===== src/rtl/aes_inv_key_sched_ctrl_if.sv =====
// Signal bundle between the inverse key-schedule controller, its key loader,
// the combinational inverse key-step datapath and the decryption round consumer.
interface aes_inv_key_sched_ctrl_if #(
  parameter int CNT_W = 4
);
  logic             start;
  logic [0:127]     key_in;
  logic             ready;
  logic             busy;
  logic             done;
  logic [0:127]     dp_key;
  logic [0:31]      dp_rcon;
  logic [0:127]     dp_ko;
  logic             rk_valid;
  logic             rk_ready;
  logic [0:127]     rk_data;
  logic [CNT_W-1:0] rk_round;

  modport slave (
    input  start, key_in, dp_ko, rk_ready,
    output ready, busy, done, dp_key, dp_rcon, rk_valid, rk_data, rk_round
  );

  modport master (
    output start, key_in, dp_ko, rk_ready,
    input  ready, busy, done, dp_key, dp_rcon, rk_valid, rk_data, rk_round
  );
endinterface


===== src/rtl/aes_inv_key_sched_ctrl.sv =====
// Walks the AES-128 decryption round keys from round NUM_ROUNDS down to 0,
// one inverse key step per accepted round key, over a valid/ready stream.
module aes_inv_key_sched_ctrl #(
  parameter int NUM_ROUNDS = 10,
  parameter int CNT_W      = 4
) (
  input logic                    clk,
  input logic                    rst,
  aes_inv_key_sched_ctrl_if.slave bus
);

  // state | meaning
  // IDLE  | waiting for start, ready=1
  // RUN   | presenting round keys, advancing on each handshake
  typedef enum logic {
    ST_IDLE = 1'b0,
    ST_RUN  = 1'b1
  } state_t;

  state_t           state_q,    state_d;
  logic [0:127]     key_q,      key_d;
  logic [CNT_W-1:0] round_q,    round_d;
  logic             rk_valid_q, rk_valid_d;
  logic             busy_q,     busy_d;
  logic             ready_q,    ready_d;
  logic             done_q,     done_d;
  logic [7:0]       rc_byte;
  logic             xfer;

  assign xfer = rk_valid_q && bus.rk_ready;

  always_comb begin
    state_d    = state_q;
    key_d      = key_q;
    round_d    = round_q;
    rk_valid_d = rk_valid_q;
    busy_d     = busy_q;
    ready_d    = ready_q;
    done_d     = 1'b0;
    unique case (state_q)
      ST_IDLE: begin
        if (bus.start) begin
          state_d    = ST_RUN;
          key_d      = bus.key_in;
          round_d    = CNT_W'(NUM_ROUNDS);
          rk_valid_d = 1'b1;
          busy_d     = 1'b1;
          ready_d    = 1'b0;
        end
      end
      ST_RUN: begin
        if (xfer) begin
          if (round_q != '0) begin
            key_d   = bus.dp_ko;
            round_d = round_q - CNT_W'(1);
          end else begin
            state_d    = ST_IDLE;
            rk_valid_d = 1'b0;
            busy_d     = 1'b0;
            ready_d    = 1'b1;
            done_d     = 1'b1;
          end
        end
      end
      default: state_d = ST_IDLE;
    endcase
  end

  always_ff @(posedge clk) begin
    if (rst) begin
      state_q    <= ST_IDLE;
      key_q      <= '0;
      round_q    <= '0;
      rk_valid_q <= 1'b0;
      busy_q     <= 1'b0;
      ready_q    <= 1'b1;
      done_q     <= 1'b0;
    end else begin
      state_q    <= state_d;
      key_q      <= key_d;
      round_q    <= round_d;
      rk_valid_q <= rk_valid_d;
      busy_q     <= busy_d;
      ready_q    <= ready_d;
      done_q     <= done_d;
    end
  end

  // Round 0 has no inverse step left, so its rcon is zero and dp_ko is unused.
  always_comb begin
    rc_byte = 8'h00;
    case (int'(round_q))
      1:       rc_byte = 8'h01;
      2:       rc_byte = 8'h02;
      3:       rc_byte = 8'h04;
      4:       rc_byte = 8'h08;
      5:       rc_byte = 8'h10;
      6:       rc_byte = 8'h20;
      7:       rc_byte = 8'h40;
      8:       rc_byte = 8'h80;
      9:       rc_byte = 8'h1b;
      10:      rc_byte = 8'h36;
      default: rc_byte = 8'h00;
    endcase
  end

  assign bus.dp_key   = key_q;
  assign bus.dp_rcon  = {rc_byte, 24'h000000};
  assign bus.rk_data  = key_q;
  assign bus.rk_round = round_q;
  assign bus.rk_valid = rk_valid_q;
  assign bus.busy     = busy_q;
  assign bus.ready    = ready_q;
  assign bus.done     = done_q;

endmodule


===== src/flat_wrapper.sv =====
// flat-port wrapper written by rule: the top's interface ports become plain ports
module aes_inv_key_sched_ctrl_flat 
#(
  parameter int NUM_ROUNDS = 10,
  parameter int CNT_W      = 4
)
  (clk, rst, bus_start, bus_key_in, bus_dp_ko, bus_rk_ready, bus_ready, bus_busy, bus_done, bus_dp_key, bus_dp_rcon, bus_rk_valid, bus_rk_data, bus_rk_round);
  aes_inv_key_sched_ctrl_if #(.CNT_W(CNT_W)) bus_i ();
  input logic clk;
  input logic rst;
  input wire logic [$bits(bus_i.start)-1:0] bus_start;
  input wire logic [$bits(bus_i.key_in)-1:0] bus_key_in;
  input wire logic [$bits(bus_i.dp_ko)-1:0] bus_dp_ko;
  input wire logic [$bits(bus_i.rk_ready)-1:0] bus_rk_ready;
  output wire logic [$bits(bus_i.ready)-1:0] bus_ready;
  output wire logic [$bits(bus_i.busy)-1:0] bus_busy;
  output wire logic [$bits(bus_i.done)-1:0] bus_done;
  output wire logic [$bits(bus_i.dp_key)-1:0] bus_dp_key;
  output wire logic [$bits(bus_i.dp_rcon)-1:0] bus_dp_rcon;
  output wire logic [$bits(bus_i.rk_valid)-1:0] bus_rk_valid;
  output wire logic [$bits(bus_i.rk_data)-1:0] bus_rk_data;
  output wire logic [$bits(bus_i.rk_round)-1:0] bus_rk_round;
  assign bus_i.start = bus_start;
  assign bus_i.key_in = bus_key_in;
  assign bus_i.dp_ko = bus_dp_ko;
  assign bus_i.rk_ready = bus_rk_ready;
  assign bus_ready = bus_i.ready;
  assign bus_busy = bus_i.busy;
  assign bus_done = bus_i.done;
  assign bus_dp_key = bus_i.dp_key;
  assign bus_dp_rcon = bus_i.dp_rcon;
  assign bus_rk_valid = bus_i.rk_valid;
  assign bus_rk_data = bus_i.rk_data;
  assign bus_rk_round = bus_i.rk_round;
  aes_inv_key_sched_ctrl #(.NUM_ROUNDS(NUM_ROUNDS), .CNT_W(CNT_W)) u_core (.clk(clk), .rst(rst), .bus(bus_i));
endmodule

===== config.mk =====
export PLATFORM = sky130hd
export DESIGN_NAME = aes_inv_key_sched_ctrl_flat
export DESIGN_NICKNAME = d
export VERILOG_FILES = /design/src/rtl/aes_inv_key_sched_ctrl_if.sv /design/src/rtl/aes_inv_key_sched_ctrl.sv /design/src/flat_wrapper.sv
export SDC_FILE = /design/constraint.sdc
export NUM_CORES = 1
export LEC_CHECK = 0
export CORE_AREA = 3 3 213 215
export CTS_CLUSTER_DIAMETER = 100
export CTS_CLUSTER_SIZE = 16
export DETAILED_ROUTE_END_ITERATION = 8
export DIE_AREA = 0 0 216 218
export GPL_TIMING_DRIVEN = 0
export SLEW_MARGIN = 0
export SYNTH_ARGS = -nofsm -noshare
export SYNTH_HDL_FRONTEND = slang
export SYNTH_SLANG_ARGS = --single-unit

===== constraint.sdc =====
create_clock -name clk -period 2.5 [get_ports clk]
set_clock_uncertainty 0.15 [all_clocks]
set_input_delay 0.5 -clock clk [delete_from_list [all_inputs] [get_ports clk]]
set_output_delay 0.5 -clock clk [all_outputs]
set_load 0.03 [all_outputs]

[Word-level counts from Yosys, hierarchy flattened]
Memories as Yosys holds them, arrays and structs flattened. A register that Yosys moved wholly into a read port is not among the register bits.
Index checks and enable logic that the tools add are counted.
Operators by class
  bitwise logic cells: 2
  add/subtract/negate cells: 1
  reductions and logical operators: 5
  multiplexer cells: 23
  equality and inequality tests: 4
Operators by type and width (number)
  $mux 128: 3
  $pmux 128 s2: 1
  $mux 4: 5
  $mux 1: 10
  $ne 2x2->1 const B: 4
  $pmux 4 s2: 1
  $pmux 1 s2: 3
  $reduce_and 3->1: 2
  $reduce_bool 4->1: 1
  $sub 4x1->4 const B: 1
  $reduce_or 3->1: 1
  $not 1->1: 2
  $logic_and 1x1->1: 1
Word-level totals
  memories: 1
  output and inout bits: 296
  bits of input ports: 260
  bits in registers: 136
  word-level logic and storage cells: 42
  ROM bits: 128
Memories
  (no name shown): words 16, bits a word 8, read ports 1, clocked after memory_dff 1, write ports 0, RTL line aes_inv_key_sched_ctrl.sv:92  | case (int'(round_q))

[Longest topological paths before layout]
  depth in word-level cells: 6
  mapped depth: 10
  depth with buffers taken out: 10

[Worst setup path after synthesis]
No wires, ideal clock.
  path kind: reg2reg
  start point: register u_core.round_q[0], in the netlist u_core.bus.rk_round[0]
  end point: register, netlist name u_core.rc_byte[2]
  period minus slack after synthesis: 2454 ps
  setup slack: 46 ps
  stages on the path, launching flop included: 11
  setup time: 122 ps
  buffers on the path: 0
  data required time: 2228 ps
  arrival time: 2181 ps
  path through: dfxtp_1 -> inv_1 -> ha_1 -> or3b_4 -> a21o_1 -> mux2_2 -> nor2_2 -> inv_1 -> ha_1 -> mux2i_1 -> nor2_1
On the way
  word-level cells in the longest chain between the ends: 6
  elaborated cells between the ends (all ways): 9
  those cells by class: 1 x add/sub; 1 x eq/ne; 5 x mux; 2 x reduce/logical
Ends and longest elaborated chain
  start, declared: RTL line aes_inv_key_sched_ctrl.sv:22  | logic [CNT_W-1:0] round_q, round_d;
  start signal, assigned: RTL line aes_inv_key_sched_ctrl.sv:81  | round_q <= round_d;
  $sub 4x1->4: RTL line aes_inv_key_sched_ctrl.sv:55  | round_d = round_q - CNT_W'(1);
  $mux 4: RTL line aes_inv_key_sched_ctrl.sv:53  | if (round_q != '0) begin
  $mux 4: RTL line aes_inv_key_sched_ctrl.sv:52  | if (xfer) begin
  $pmux 4 s2: RTL line aes_inv_key_sched_ctrl.sv:40  | unique case (state_q)
  $mux 4 (no source line) * (2 in series)
Mark *: on every way between the ends. The rest lies on a longest branch, timed or not. The select of a mux whose other input is x is not followed.
A chain may end at the register's enable or synchronous reset.

[Final worst setup path]
  start point: register u_core.round_q[0], in the netlist u_core.bus.rk_round[0]
  end point: register, netlist name u_core.rc_byte[1]
On the way
  word-level cells in the longest chain between the ends: 6
  elaborated cells between the ends (all ways): 9
  those cells by class: 1 x add/sub; 1 x eq/ne; 5 x mux; 2 x reduce/logical
Ends and longest elaborated chain (RTL line)
  $sub 4x1->4: aes_inv_key_sched_ctrl.sv:55
  $mux 4: aes_inv_key_sched_ctrl.sv:53
  $mux 4: aes_inv_key_sched_ctrl.sv:52
  $pmux 4 s2: aes_inv_key_sched_ctrl.sv:40
  $mux 4 (no source line) * (2 in series)
Marks and branches as above.

==> results.sh <==
export IMPL_hpwl_mm=28.7
export IMPL_final_common_cell="clkdlybuf4s50_1"
export IMPL_drt_iter0_markers=308
export IMPL_grt_pass1_vias=7787
export IMPL_layout_min_cycle_time_ns=2.40
export IMPL_cts_root_buffer="clkbuf_16"
export IMPL_max_slew_margin_pct=25.5
export IMPL_ctsLongestPathBuffers=2
export IMPL_core_area_mm2=0.0439
export IMPL_synth_ff_latch_count=144
export IMPL_pin_count=556
export IMPL_drt_wirelength_per_cell_um=17.7
export IMPL_finalHoldViolations=0
export IMPL_synth_cell_types=35
export IMPL_clock_sinks=144
export IMPL_fin_nets=1637
export IMPL_fin_hold_ws_ns=0.208
export IMPL_syn_inst=797
export IMPL_placed_area_mm2=0.0136
export IMPL_tightest_slew_ns=1.12
export IMPL_hold_buffers=0
export IMPL_via_count=7674
export IMPL_fin_area_mm2=0.0142
export IMPL_dp_cells=1942
export IMPL_die_y_um=218
export IMPL_cts_tree="built"
export IMPL_syn_area_mm2=0.00748
export IMPL_register_area_mm2=0.00289
export IMPL_min_path_type="in -> reg"
export IMPL_status="finished, final reports clean"
export IMPL_io_buffer_count=530
export IMPL_end_kind="register"
export IMPL_layout_common_cells="clkdlybuf4s50_1 (529), buf_4 (158), dfxtp_1 (142), nor2_1 (133), mux2i_1 (130)"
export IMPL_syn_area_per_cell_um2=9.38
export IMPL_max_freq_mhz=417
export IMPL_fp_row_count=77
export IMPL_final_antenna_net_count=0
export IMPL_cp_start_kind="register"
export IMPL_track_usage_pct=14.2
export IMPL_gp_congestion=0.860
export IMPL_synth_top_cell_by_area="dfxtp_1"
export IMPL_grt_max_degree=17
export IMPL_pwr_density_cell_mw_per_mm2=588
export IMPL_dieArea_mm2=0.0471
export IMPL_yosysSeqAreaShare_pct=38.6
export IMPL_antenna_found_initial=0
export IMPL_die_width_um=216
export IMPL_cts_clk_slew_worst_paths_ns=0.06
export IMPL_drive_above_1_share_pct=16.7
export IMPL_ys_top_cells_by_area="dfxtp_1 (39%), mux2i_1 (17%), buf_4 (15%), a211oi_1 (13%), nor2_1 (6.7%)"
export IMPL_cp_arrival_ns=2.60
export IMPL_final_util_pct=32.4
export IMPL_firstDrtPassIters=4
export IMPL_synth_top_area_share_pct=38.6
export IMPL_crit_required_ns=2.70
export IMPL_layoutNonFillerInstCount=1975
export IMPL_via_per_inst=3.89
export IMPL_crit_fanout=5
export IMPL_slew_violations=0
export IMPL_clk_latency_ns=0.44
export IMPL_leakage_nw=5.67
export IMPL_start_util_pct=17.0
export IMPL_setup_viol=0
export IMPL_cap_violations=0
export IMPL_syn_to_final_growth_pct=90.1
export IMPL_yosys_warnings=0
export IMPL_wl_mm=34.9
export IMPL_criticalPathCategory="reg -> reg"
export IMPL_gr_total_overflow=0
export IMPL_ir_worst_vdd_mv=0.320
export IMPL_multiInputGateArea_mm2=0.00323
export IMPL_htreeDepth=4
export IMPL_numCtsBuffers=17
export IMPL_grt_pass1_wl_mm=49.8
export IMPL_fin_crit_sh_pct=95.8
export IMPL_fillers=4598
export IMPL_drc=0
## critical path: stages (launching register included)
cell,delay [ns]
dfxtp_2,0.34
inv_2,0.07
ha_2,0.19
or3b_4,0.41
a21o_1,0.21
mux2_4,0.29
nor2_4,0.16
ha_1,0.26
a211oi_1,0.21
## synthesized netlist by cell type
| master | instances |
|---|---|
| nor4_1 | 1 |
| nor2b_2 | 1 |
| clkbuf_8 | 1 |
| ha_1 | 6 |
| a31oi_4 | 1 |
| nor2_2 | 1 |
| a21o_1 | 1 |
| a31o_1 | 1 |
| nand2_1 | 5 |
| clkbuf_1 | 24 |
| nand3_1 | 1 |
| a211oi_2 | 1 |
| a22o_1 | 2 |
| a31oi_1 | 1 |
| nand3b_1 | 2 |
| mux2_2 | 1 |
| and3b_1 | 1 |
| o21a_1 | 3 |
| a211oi_1 | 129 |
| or3b_4 | 1 |
| nor2b_1 | 4 |
| a311oi_4 | 1 |
| inv_1 | 8 |
| nor2_1 | 133 |
| buf_2 | 29 |
| nor4b_2 | 1 |
| and3_1 | 2 |
| buf_4 | 154 |
| buf_1 | 2 |
| nand2b_1 | 1 |
| dfxtp_1 | 144 |
| mux2i_1 | 130 |
| conb_1 | 1 |
| buf_6 | 2 |
| nand4b_1 | 1 |
## per-layer routing
layer	wire length (µm)	GRT usage, %	part of all wire, %	up-vias
met5	0	0	0	-
met4	693	4.42	2.0	0
met3	2480	4.07	7.1	29
met2	17500	25.3	50	358
met1	14300	16.5	41	3523
li1	-	-	-	3764
## metrics by stage
step | total power [mW] | worst slack, ns | TNS, ns
floorplan | 4.41 | 0.0465 | 0
global placement | 5.88 | -0.333 | -34.54
detailed placement | 5.90 | -0.384 | -40.82
CTS | 8.50 | -0.00330 | -0.00330
global route | 8.76 | -0.00270 | -0.00270
finish | 8.36 | 0.104 | 0
## registers in the layout, summed over array words and instances, names as in the netlist
name                 count
u_core.bus.ready         1
u_core.state_q           1
u_core.rc_byte           8
u_core.bus.rk_round      4
u_core.bus.rk_valid      1
u_core.bus.dp_key      128
u_core.bus.done          1
## power breakdown
| group | internal [mW] | leakage (nW) | switching [mW] |
|---|---|---|---|
| Clock | 1.53 | 0.276 | 0.999 |
| Sequential | 2.50 | 1.19 | 0.196 |
| Combinational | 1.52 | 4.20 | 1.61 |
## what timing repair did
item | in CTS | in global routing
pin swaps | 0 | 2
gates resized for setup | 5 | 9
buffers inserted | 0 | 2
setup endpoints to repair | 9 | 4
## cell type report
type	instances	share of cell area [%]
Buffer	212	10.1
Clock inverter	6	0.581
Clock buffer	24	3.39
Timing Repair Buffer	532	37.4
Multi-Input combinational cell	456	22.7
Inverter	8	0.211
Sequential cell	144	20.3
Antenna cell	1	0.0176
Tap cell	592	5.21
## logic make-up after synthesis
group | Yosys count | synth area share, %
muxes | 131 | 17.6
other | 1 | 0.0502
and+or+nand+nor | 155 | 8.65
buffers and inverters | 220 | 19.6
DFF | 144 | 38.6
adders and majority gates | 6 | 1.00
AOI/OAI and AO/OA | 140 | 14.6
## worst paths after layout
check | end | start | slack, ns | cells after the start
min reg2reg | u_core.bus.ready | u_core.bus.ready | 0.30 | 2
max | u_core.rc_byte[1] | u_core.bus.rk_round[0] | 0.10 | 8
min | u_core.bus.rk_round[2] | rst | 0.21 | 2
max reg2reg | u_core.rc_byte[1] | u_core.bus.rk_round[0] | 0.10 | 8
Note: power is estimated with default switching activity, not from simulation.
